**src/rtl/irq_controller.sv**
```systemverilog
// irq_controller: memory-mapped, fixed-priority interrupt controller.
// Rising edges on src are latched as pending and gated by a mask register.
// The lowest pending, unmasked index is presented to the core as irq plus a
// 16-bit handler vector. The core answers with irq_ack, then irq_done.
// Optional macro IRQ_SYNC_EN adds a two-flop synchronizer in front of the
// edge detector on every src bit. This adds two cycles of edge latency.
// Register map (offsets from BASE_ADDR): 0 MASK (RW), 1 PEND (R, W1C),
// 2 STAT (bit7 in service, bits2:0 active index), 3 reads 0.
module irq_controller #(
    parameter int          N_SRC         = 4,
    parameter logic [15:0] BASE_ADDR     = 16'hFF10,
    parameter logic [15:0] VECTOR_BASE   = 16'h0004,
    parameter logic [15:0] VECTOR_STRIDE = 16'h0004
) (
    input  logic             clk,
    input  logic             rst,
    input  logic [N_SRC-1:0] src,
    input  logic             int_en,
    output logic             irq,
    output logic [15:0]      irq_vector,
    input  logic             irq_ack,
    input  logic             irq_done,
    input  logic [15:0]      addr,
    input  logic [7:0]       din,
    input  logic             w_en,
    input  logic             r_en,
    output logic [7:0]       dout
);

    // All per-source state is kept byte wide. Bits at or above N_SRC are forced to 0.
    localparam logic [7:0] SRC_MASK = 8'((9'd1 << N_SRC) - 9'd1);

    typedef enum logic [1:0] {IDLE, REQ, SERVICE} stateType;

    stateType    state, stateNext;
    logic [7:0]  srcWide;
    logic [7:0]  edgeIn;
    logic [7:0]  srcPrev;
    logic [7:0]  rise;
    logic [7:0]  pending, pendingNext;
    logic [7:0]  mask, maskNext;
    logic [7:0]  eligible;
    logic [7:0]  clrBits;
    logic [2:0]  idx, idxNext;
    logic [2:0]  winner;
    logic        anyEligible;
    logic        irqNext;
    logic [15:0] vectorNext;
    logic        ackClear;
    logic [15:0] offset;
    logic        readHit;
    logic [7:0]  readData;
    logic        writeMask;
    logic        writePend;

    // Widen src to a byte, tying off unused positions.
    genvar gi;
    generate
        for (gi = 0; gi < 8; gi++) begin : g_src
            if (gi < N_SRC) begin : g_used
                assign srcWide[gi] = src[gi];
            end else begin : g_unused
                assign srcWide[gi] = 1'b0;
            end
        end
    endgenerate

`ifdef IRQ_SYNC_EN
    logic [7:0] syncMeta;
    logic [7:0] syncOut;

    // Two-flop synchronizer per source. Reset clears it so that no stale edges survive.
    always_ff @(posedge clk) begin
        if (rst) begin
            syncMeta <= '0;
            syncOut  <= '0;
        end else begin
            syncMeta <= srcWide;
            syncOut  <= syncMeta;
        end
    end

    assign edgeIn = syncOut;
`else
    assign edgeIn = srcWide;
`endif

    assign rise     = edgeIn & ~srcPrev;
    assign eligible = pending & mask;
    assign anyEligible = |eligible;

    assign offset    = addr - BASE_ADDR;
    assign readHit   = (offset < 16'd4);
    assign writeMask = w_en && (offset == 16'd0);
    assign writePend = w_en && (offset == 16'd1);

    // Fixed priority: the lowest eligible index wins (scan downwards, last hit sticks).
    always_comb begin
        winner = 3'd0;
        for (int i = 7; i >= 0; i--) begin
            if (eligible[i]) begin
                winner = 3'(i);
            end
        end
    end

    // Register read mux. STAT only reports an index while a request is live.
    always_comb begin
        readData = 8'h00;
        case (offset)
            16'd0:   readData = mask;
            16'd1:   readData = pending;
            16'd2:   readData = {(state == SERVICE), 4'b0000,
                                 ((state != IDLE) ? idx : 3'd0)};
            default: readData = 8'h00;
        endcase
    end

    // Arbitration and handshake FSM. Outputs are computed as next-register values.
    always_comb begin
        stateNext  = state;
        idxNext    = idx;
        irqNext    = irq;
        vectorNext = irq_vector;
        ackClear   = 1'b0;
        case (state)
            IDLE: begin
                if (int_en && anyEligible) begin
                    stateNext  = REQ;
                    idxNext    = winner;
                    irqNext    = 1'b1;
                    vectorNext = VECTOR_BASE + VECTOR_STRIDE * {13'd0, winner};
                end
            end
            REQ: begin
                if (irq_ack) begin
                    stateNext = SERVICE;
                    irqNext   = 1'b0;
                    ackClear  = 1'b1;
                end else if (!int_en || !eligible[idx]) begin
                    stateNext = IDLE;
                    irqNext   = 1'b0;
                end
            end
            SERVICE: begin
                irqNext = 1'b0;
                if (irq_done) begin
                    stateNext = IDLE;
                end
            end
            default: begin
                stateNext = IDLE;
                irqNext   = 1'b0;
            end
        endcase
    end

    // Pending bits: clears (W1C, ack) first, then new edges. A new edge wins over a clear.
    // A mask write only takes effect next cycle, so this cycle's arbitration uses the old mask.
    always_comb begin
        clrBits = (writePend ? din : 8'h00) | (ackClear ? (8'b1 << idx) : 8'h00);
        pendingNext = ((pending & ~clrBits) | rise) & SRC_MASK;
        maskNext    = writeMask ? (din & SRC_MASK) : mask;
    end

    // State register for the FSM, pending/mask, edge history and the registered outputs.
    always_ff @(posedge clk) begin
        if (rst) begin
            state      <= IDLE;
            idx        <= 3'd0;
            irq        <= 1'b0;
            irq_vector <= VECTOR_BASE;
            pending    <= '0;
            mask       <= '0;
            srcPrev    <= '0;
            dout       <= 8'h00;
        end else begin
            state      <= stateNext;
            idx        <= idxNext;
            irq        <= irqNext;
            irq_vector <= vectorNext;
            pending    <= pendingNext;
            mask       <= maskNext;
            srcPrev    <= edgeIn;
            if (r_en && readHit) begin
                dout <= readData;
            end
        end
    end

endmodule
```
**config.mk**
```make
export PLATFORM = sky130hd
export DESIGN_NAME = irq_controller
export DESIGN_NICKNAME = d
export VERILOG_FILES = /design/src/rtl/irq_controller.sv
export SDC_FILE = /design/constraint.sdc
export NUM_CORES = 1
export LEC_CHECK = 0
export ABC_AREA = 0
export CAP_MARGIN = 5
export CORE_MARGIN = 2
export CORE_UTILIZATION = 38
export CTS_CLUSTER_DIAMETER = 50
export CTS_CLUSTER_SIZE = 20
export DETAILED_ROUTE_END_ITERATION = 16
export PLACE_DENSITY = 0.76
export SLEW_MARGIN = 10
export SYNTH_ARGS = -nofsm -noshare
export SYNTH_HDL_FRONTEND = slang
export SYNTH_SLANG_ARGS = --single-unit
```
**constraint.sdc**
```tcl
create_clock -name clk -period 1.5 [get_ports clk]
set_clock_uncertainty 0.1 [all_clocks]
set_input_delay 0.225 -clock clk [delete_from_list [all_inputs] [get_ports clk]]
set_output_delay 0.225 -clock clk [all_outputs]
set_load 0.05 [all_outputs]
```
==> results of run 1 <==
[state kept, by name (all words and copies together), names as in the netlist]
name and flops:
dout 5, idx 2, irq 1, irq_vector 3, mask 4, pending 4, srcPrev 4, state 2
[worst register-to-register path, cell delays in order (launching register included)]
cell and delay [ns]:
dfxtp_1 0.47, nor2_4 0.07, buf_4 0.15, nor4bb_2 0.35
o2111ai_1 0.20, o31ai_1 0.12
[kinds of logic after synthesis]
logic type | share of synthesized area [%]
AOI/OAI and AO/OA | 21.8
muxes | 2.81
adders and majority gates | 0.878
buffers and inverters | 12.7
other | 0.263
and+or+nand+nor | 26.4
DFF | 35.1
[per-stage QoR]
step	cell area, µm²	utilization [%]	setup TNS [ns]
after floorplan	1480	-	0
after global placement	1980	54.6	-2.85
after detailed placement	1980	54.6	-3.56
after CTS	2040	56.1	0
after global routing	2120	58.4	-0.222
final	2120	58.4	-0.0615
[worst min-delay path by stage]
stage	startpoint	to	slack [ns]
2_1_floorplan	src[0]	srcPrev[0]$_SDFF_PP0_	0.25
3_3_place_gp	srcPrev[1]$_SDFF_PP0_	pending[1]$_SDFF_PP0_	0.37
3_5_place_dp	srcPrev[1]$_SDFF_PP0_	pending[1]$_SDFF_PP0_	0.38
4_1_cts	srcPrev[1]$_SDFF_PP0_	pending[1]$_SDFF_PP0_	0.39
5_1_grt	srcPrev[1]$_SDFF_PP0_	pending[1]$_SDFF_PP0_	0.41
6_report	srcPrev[1]$_SDFF_PP0_	pending[1]$_SDFF_PP0_	0.38
[layout by cell type (no fill, tap or decap), types with 3 or more instances in the layout]
cell / netlist / final
dlymetal6s2s_1: 0 / 14
o21ai_0: 8 / 5
a21oi_1: 19 / 19
nor2_1: 5 / 5
clkbuf_8: 0 / 3
buf_4: 17 / 15
conb_1: 1 / 16
buf_12: 0 / 10
inv_1: 5 / 5
nor2b_1: 6 / 5
o31ai_1: 4 / 4
nand2b_1: 6 / 6
dfxtp_1: 25 / 22
nand3_1: 11 / 11
dfxtp_2: 0 / 3
clkdlybuf4s50_1: 0 / 16
mux2i_1: 4 / 4
nand2_1: 10 / 10
[cell type report]
| class | instances | area, µm² | share of cell area [%] |
|---|---|---|---|
| multi-input cells | 126 | 847 | 39.9 |
| clock buffers | 4 | 45.0 | 2.12 |
| flip-flops and latches | 25 | 504 | 23.7 |
| inverters | 5 | 18.8 | 0.884 |
| well taps | 48 | 60.1 | 2.83 |
| repair buffers | 55 | 648 | 30.5 |
[per-layer routing]
| metal | track usage, % | vias up | routed length, µm |
|---|---|---|---|
| met4 | 4.43 | 0 | 39 |
| li1 | - | 673 | - |
| met1 | 23.4 | 668 | 1630 |
| met3 | 3.60 | 6 | 226 |
| met2 | 30.4 | 57 | 1940 |
| met5 | 0 | - | 0 |
[what timing repair did]
action / in CTS / in global routing
setup endpoints to repair: 1 / 12
pin swaps: 0 / 7
hold endpoints to repair: 0 / 0
gates resized for setup: 2 / 27
hold buffers: 0 / 0
buffers inserted: 0 / 1
[power groups by stage]
stage,Clock (mW),Sequential [mW],Combinational [mW]
after floorplan,0,0.701,0.179
after global placement,0,0.700,0.267
after detailed placement,0,0.700,0.271
after CTS,0.407,0.685,0.273
after global routing,0.437,0.689,0.296
final,0.395,0.687,0.278
==> run_results.csv, run 1 <==
group,metric,value,unit
run_status,status,"finished, violations left",
run_status,violations,"negative setup slack",
floorplan,row_count,22,
setup_path,critical_path.max_stage_delay,0.47,ns
logic_synthesis,syn_inst,165,
sta,finalSetupViolations,1,
global_routing,grtUsageTotal,17.9,%
setup_path,cp-start-kind,"flop",
cells_and_area,fill_cells,332,
placed_design,place_inst,258,
power_and_ir_drop,power.density,641,mW/mm²
global_routing,grt_overflow,0,
clock_network,numClockSinks,25,
logic_synthesis,yosysMostFrequentCell,"dfxtp_1",
setup_path,crit_cells,5,
logic_synthesis,synth.ff_latch_count,25,
logic_synthesis,syn-cell-area,0.00143,mm²
floorplan,die_h,65.2,µm
power_and_ir_drop,switching_power,379,µW
clock_network,clk_latency,0.27,ns
floorplan,die_area,0.00426,mm²
cells_and_area,layout.cells.non_filler,263,
logic_synthesis,yosysWarnings,0,
floorplan,io_pins,60,
setup_path,path_cells,"nor2_4 > buf_4 > nor4bb_2 > o2111ai_1 > o31ai_1",
routing,via_count,1404,
floorplan,initial_utilization,39.2,%
logic_synthesis,synthDistinctLibCells,41,
routing,post_drt_via_cell_ratio,5.34,
routing,wl_per_cell,14.6,µm
routing,antenna_left,0,
worst_hold_path,holdPathStages,2,
sta,whs,0.384,ns
sta,fmax,640,MHz
setup_path,rr_startpoint,"state[0]$_SDFFE_PP0P_",
clock_network,cts_buffers,3,
sta,hold_viol,0,
flow_run,drv_cap,0,
logic_synthesis,seq_area_frac_synth,35.1,%
global_routing,grt_pass1_vias,1326,
placed_design,post-place-ws,-0.288,ns
logic_synthesis,synth.largest_area_cell,"dfxtp_1",
setup_path,cp.arrival,1.63,ns
sta,fin_crit_sh,104,%
routing,wirelength,3830,µm
power_and_ir_drop,clkPwrFrac,29.0,%
cells_and_area,diodes,0,
sta,slew_violations,0,
clock_network,cts.htree.levels,1,
placed_design,hpwl,2720,µm
power_and_ir_drop,ir_drop,0.614,mV
cells_and_area,drive_above_1_share,21.4,%
global_routing,antenna_found_initial,0,
setup_path,slowest_stage,"dfxtp_1",
setup_path,startpoint,"state[0]$_SDFFE_PP0P_",
setup_path,path_delay_family,"flip-flops",
logic_synthesis,synth-edff-count,0,
sta,fin_ws,-0.0615,ns
global_routing,grt_start_max_net_pins,26,
power_and_ir_drop,p_comb_share,20.5,%
logic_synthesis,syn_area_per_cell,8.64,µm²
power_and_ir_drop,seqPwrFrac,50.5,%
setup_path,cp_num_buf_inv,1,
setup_path,r2r_slack,-0.06,ns
power_and_ir_drop,total_power,1.36,mW
cells_and_area,area_growth,49.0,%
sta,fin_crit,1.56,ns
global_routing,grt_pass1_wl,6020,µm
clock_network,clkTransAtPathRegs,0.08,ns
logic_synthesis,ys.flop_type,"dfxtp_1",
setup_path,critPathMaxFanout,6,
logic_synthesis,async_flop_share,0,%
setup_path,worst_ep_required_time,1.57,ns
setup_path,worstSetupPathType,"flop to flop",
setup_path,critPathCapture,"dout[1]$_SDFFE_PP0P_",
floorplan,die_x,65.2,µm
power_and_ir_drop,internal-power,981,µW
placed_design,routabilityCongestion,0.889,
setup_path,reg2reg_depth,5,
power_and_ir_drop,leakage,0.930,nW
routing,route.detailed.drc,0,
power_and_ir_drop,swShare,27.9,%
clock_network,tritoncts,"yes",
routing,drt_iter0_drc,72,
floorplan,core_area,0.00363,mm²
cells_and_area,nets,252,
routing,dr.pass1.iters,4,
placed_design,portBuffers,39,
logic_synthesis,synthTopCellsByArea,"dfxtp_1, buf_4, a21oi_1",
worst_hold_path,hold_class,"flop to flop",
setup_path,rr_endpoint,"dout[1]$_SDFFE_PP0P_",
logic_synthesis,yosysTopAreaCellShare,35.1,%
logic_synthesis,synth_common_cells,"dfxtp_1, a21oi_1, buf_4",
clock_network,cts-root-buf,"clkbuf_8",
clock_network,clock_path_buffers,2,
setup_path,end_kind,"flop",
Note: power is estimated with default switching activity, not from simulation.
==> run 2, diff against run 1 <==
--- a/config.mk
+++ b/config.mk
@@ -12,6 +12,7 @@
 export CTS_CLUSTER_DIAMETER = 50
 export CTS_CLUSTER_SIZE = 20
 export DETAILED_ROUTE_END_ITERATION = 16
+export GPL_TIMING_DRIVEN = 0
 export PLACE_DENSITY = 0.76
 export SLEW_MARGIN = 10
 export SYNTH_ARGS = -nofsm -noshare
==> run_results.csv, run 2 (synthesis gave the netlist of run 1 again) <==
group,metric,value,unit
floorplan,initial_utilization,39.2,%
sta,whs,0.216,ns
setup_path,worstSetupPathType,"flop to primary output",
power_and_ir_drop,power.density,686,mW/mm²
global_routing,grt_start_max_net_pins,14,
floorplan,die_area,0.00426,mm²
global_routing,antenna_found_initial,0,
cells_and_area,fill_cells,361,
global_routing,grtUsageTotal,17.1,%
sta,fin_ws,0.0401,ns
cells_and_area,top_register,"dout",
cells_and_area,fin_util,55.7,%
run_status,status,"completed",
power_and_ir_drop,total_power,1.39,mW
sta,fin_crit,1.46,ns
routing,drt_iter0_drc,55,
routing,wirelength,3570,µm
sta,finalSetupViolations,0,
sta,fmax,685,MHz
flow_run,drv_cap,0,
placed_design,portBuffers,37,
clock_network,clock_path_buffers,2,
clock_network,clkTransAtPathRegs,0.09,ns
cells_and_area,largest_reg_flops,5,
setup_path,critical_path.max_stage_delay,0.51,ns
sta,rsz0062_at_grt,"yes",
cells_and_area,nets,256,
placed_design,post-place-ws,-0.359,ns
global_routing,grt_pass1_vias,1228,
setup_path,slowest_stage,"clkdlybuf4s15_1",
cells_and_area,diodes,0,
routing,wl_per_cell,13.4,µm
setup_path,cp_num_buf_inv,1,
placed_design,hpwl,2570,µm
setup_path,end_kind,"primary output",
sta,hold_viol,0,
setup_path,cp-start-kind,"flop",
clock_network,clk_latency,0.27,ns
sta,slew_violations,0,
sta,fin_crit_sh,97.3,%
setup_path,path_delay_family,"buffers and inverters",
setup_path,worst_ep_required_time,1.17,ns
floorplan,core_area,0.00363,mm²
setup_path,critPathMaxFanout,2,
cells_and_area,drive_above_1_share,20.1,%
floorplan,io_pins,60,
cells_and_area,area_growth,42.0,%
clock_network,ctsHoldBuffers,0,
routing,via_count,1345,
sta,slew_headroom,61.6,%
clock_network,cts_buffers,3,
routing,post_drt_via_cell_ratio,5.04,
power_and_ir_drop,ir_drop,0.614,mV
placed_design,routabilityCongestion,0.899,
worst_hold_path,hold_class,"input pin to flop",
floorplan,die_x,65.2,µm
floorplan,die_h,65.2,µm
clock_network,numClockSinks,25,
clock_network,tritoncts,"yes",
setup_path,path_cells,"clkdlybuf4s15_1",
power_and_ir_drop,leakage,0.886,nW
routing,antenna_left,0,
global_routing,grt_pass1_wl,5750,µm
routing,dr.pass1.iters,4,
routing,route.detailed.drc,0,
sta,worst_pin_slew,0.577,ns
cells_and_area,final_cell_mix,"a21oi_1, buf_4, conb_1, dfxtp_1, clkdlybuf4s50_1",
floorplan,row_count,22,
setup_path,cp.arrival,1.13,ns
clock_network,cts-root-buf,"clkbuf_8",
clock_network,cts.htree.levels,1,
global_routing,grt_overflow,0,
run 2: area by class of cell:
class	count	area, µm²	share of cell area (%)
timing repair buffer	38	400	19.8
inverter	5	18.8	0.928
tap	48	60.1	2.97
clock buffer	4	45.0	2.23
buffer	21	150	7.42
sequential	25	514	25.4
multi-input combinational	126	835	41.2
run 2: power breakdown:
group	switching [mW]	internal, mW
registers	0.0156	0.678
logic	0.157	0.121
clock network	0.225	0.191
total	0.397	0.990
run 2: worst register-to-register path, stage by stage, from the launching register on:
cell,delay (ns)
dfxtp_2,0.39
a22o_4,0.17
o211ai_4,0.12
or3b_4,0.42
a21o_1,0.16
run 2: repair_timing:
| item | CTS | global route |
|---|---|---|
| pin swaps | 6 | 7 |
| setup buffers | 1 | 0 |
| endpoints found under the setup margin | 17 | 18 |
| resized for setup | 20 | 29 |
| cloned | 0 | 0 |
run 2: worst paths after layout:
kind | start | end | slack (ns) | cells after the start
hold reg to reg | irq_vector[3]$_SDFFE_PP0P_ | irq_vector[3]$_SDFFE_PP0P_ | 0.36 | 2
setup / recovery | dout[0]$_SDFFE_PP0P_ | dout[0] | 0.04 | 1
hold / removal | rst | srcPrev[0]$_SDFF_PP0_ | 0.22 | 2
setup reg to reg | pending[3]$_SDFF_PP0_ | irq_vector[2]$_SDFFE_PP1P_ | 0.05 | 4
run 2: stage by stage:
step,std cells,area [µm²],TNS [ns]
final,267,2020,0
after global routing,267,2020,-0.0545
after CTS,269,1960,0
after detailed placement,265,1910,-4.11
after global placement,265,1910,-3.88
after floorplan,180,1480,0
run 2: routing by layer:
layer	wire [µm]	global-route usage (%)
met5	0	0
met2	1610	27.0
met4	68	4.43
met3	249	3.60
met1	1640	23.7
==> run 3, diff against run 2 <==
--- a/config.mk
+++ b/config.mk
@@ -13,7 +13,8 @@
 export CTS_CLUSTER_SIZE = 20
 export DETAILED_ROUTE_END_ITERATION = 16
 export GPL_TIMING_DRIVEN = 0
-export PLACE_DENSITY = 0.76
+export PLACE_DENSITY = 0.81
+export SKIP_LAST_GASP = 1
 export SLEW_MARGIN = 10
 export SYNTH_ARGS = -nofsm -noshare
 export SYNTH_HDL_FRONTEND = slang
==> run_results.csv, run 3 (synthesis gave the netlist of run 1 again) <==
group,metric,value,unit
clock_network,cts-root-buf,"clkbuf_8",
worst_hold_path,holdPathStages,2,
flow_run,drv_cap,0,
power_and_ir_drop,internal-power,995,µW
sta,fin_crit_sh,99.5,%
floorplan,die_h,65.2,µm
setup_path,rr_startpoint,"pending[1]$_SDFF_PP0_",
sta,setup-tns-final,0,ns
cells_and_area,final_common_cell,"clkdlybuf4s50_1",
clock_network,clk_latency,0.27,ns
run_status,status,"completed",
cells_and_area,nets,258,
clock_network,cts.htree.levels,1,
setup_path,critPathMaxFanout,6,
routing,dr.pass1.iters,4,
placed_design,routabilityCongestion,0.875,
floorplan,io_pins,60,
global_routing,grt_start_max_net_pins,16,
routing,route.detailed.drc,0,
placed_design,post-place-ws,-0.372,ns
placed_design,placed_area,0.00191,mm²
sta,finalSetupViolations,0,
sta,fmax,670,MHz
clock_network,numClockSinks,25,
power_and_ir_drop,seqPwrFrac,49.7,%
sta,worst_pin_slew,0.541,ns
routing,antenna_left,0,
floorplan,core_area,0.00363,mm²
cells_and_area,largest_reg_flops,5,
global_routing,grt_overflow,0,
floorplan,initial_utilization,39.2,%
routing,wirelength,3430,µm
cells_and_area,drive_above_1_share,20.8,%
routing,post_drt_via_cell_ratio,5.10,
cells_and_area,fin_util,55.3,%
clock_network,clkTransAtPathRegs,0.09,ns
clock_network,ctsHoldBuffers,0,
routing,wl_per_cell,12.8,µm
routing,via_count,1371,
power_and_ir_drop,switching_power,398,µW
setup_path,path_cells,"clkdlybuf4s50_1 > and4bb_2 > and4_2 > and2_1 > o31ai_1",
power_and_ir_drop,swShare,28.6,%
placed_design,hpwl,2570,µm
sta,whs,0.187,ns
setup_path,worstSetupPathType,"input pin to flop",
setup_path,r2r_slack,0.03,ns
setup_path,rr_endpoint,"irq_vector[2]$_SDFFE_PP1P_",
setup_path,worst_ep_required_time,1.58,ns
clock_network,cts_buffers,3,
global_routing,grt_pass1_vias,1245,
clock_network,tritoncts,"yes",
cells_and_area,diodes,0,
worst_hold_path,min_from,"rst",
cells_and_area,final_cell_mix,"clkdlybuf4s50_1, buf_4, a21oi_1",
floorplan,die_x,65.2,µm
sta,fin_ws,0.00722,ns
power_and_ir_drop,leakage,0.816,nW
global_routing,grt_pass1_wl,5460,µm
floorplan,die_area,0.00426,mm²
sta,hold_viol,0,
placed_design,portBuffers,37,
power_and_ir_drop,ir_drop,0.363,mV
worst_hold_path,min_to,"srcPrev[0]$_SDFF_PP0_",
setup_path,slowest_stage,"clkdlybuf4s50_1",
setup_path,reg2reg_depth,4,
clock_network,clock_path_buffers,2,
routing,drt_iter0_drc,57,
worst_hold_path,hold_class,"input pin to flop",
setup_path,end_kind,"flop",
setup_path,critical_path.max_stage_delay,0.45,ns
cells_and_area,design_area,0.00201,mm²
sta,slew_violations,0,
sta,slew_headroom,63.9,%
setup_path,cp.arrival,1.58,ns
power_and_ir_drop,power.density,693,mW/mm²
global_routing,antenna_found_initial,0,
power_and_ir_drop,clkPwrFrac,29.9,%
floorplan,row_count,22,
global_routing,grtUsageTotal,16.1,%
sta,fin_crit,1.49,ns
cells_and_area,top_register,"dout",
cells_and_area,area_growth,40.9,%
setup_path,cp-start-kind,"input pin",
sta,rsz0062_at_grt,"yes",
power_and_ir_drop,p_comb_share,20.5,%
[run 3: stage by stage]
stage / std cells / power, mW
final: 269 / 1.39
after detailed placement: 265 / 0.983
after CTS: 268 / 1.39
after global placement: 265 / 0.980
after floorplan: 180 / 0.880
after global routing: 269 / 1.44
[run 3: worst max-delay path: cells and delay by family]
family                 cells  cell delay (ns)
and+or+nand+nor            3             0.68
AOI/OAI and AO/OA          1             0.22
buffers and inverters      1             0.45
[run 3: worst max-delay path by stage]
| stage | endpoint | from | slack (ns) |
|---|---|---|---|
| after floorplan | irq_vector[2]$_SDFFE_PP1P_ | pending[3]$_SDFF_PP0_ | 0.09 |
| after global placement | dout[0]$_SDFFE_PP0P_ | addr[0] | -0.36 |
| after detailed placement | dout[0]$_SDFFE_PP0P_ | addr[0] | -0.37 |
| after CTS | irq_vector[2]$_SDFFE_PP1P_ | pending[0]$_SDFF_PP0_ | -0.01 |
| after global routing | irq_vector[2]$_SDFFE_PP1P_ | pending[2]$_SDFF_PP0_ | -0.04 |
| final | dout[1]$_SDFFE_PP0P_ | addr[6] | 0.007 |
[run 3: layer usage]
layer  track usage [%]  vias to the layer above  wire length [µm]
met3              2.74                        7               234
li1                  -                      686                 -
met2              27.4                       52              1650
met1              20.9                      626              1510
met5                 0                        -                 0
met4              4.69                        0                43
[run 3: power groups by stage]
stage / Combinational (mW) / Sequential (mW) / Clock [mW]
floorplan: 0.179 / 0.701 / 0
global placement: 0.275 / 0.704 / 0
detailed placement: 0.278 / 0.706 / 0
CTS: 0.281 / 0.691 / 0.422
global route: 0.304 / 0.693 / 0.446
finish: 0.285 / 0.692 / 0.416
[run 3: what timing repair did]
action,in CTS,in global routing
setup endpoints to repair,18,21
resized for setup,18,19
pin swaps,4,7
gates cloned,0,0
setup buffers,0,3
[run 3: layout make-up]
class / instances / area (µm²)
tap: 48 / 60.1
clock buffer: 3 / 41.3
clock inverter: 1 / 7.51
sequential: 25 / 517
fill: 354 / 1630
buffer: 21 / 150
inverter: 5 / 18.8
multi-input combinational: 126 / 817
timing repair buffer: 40 / 397
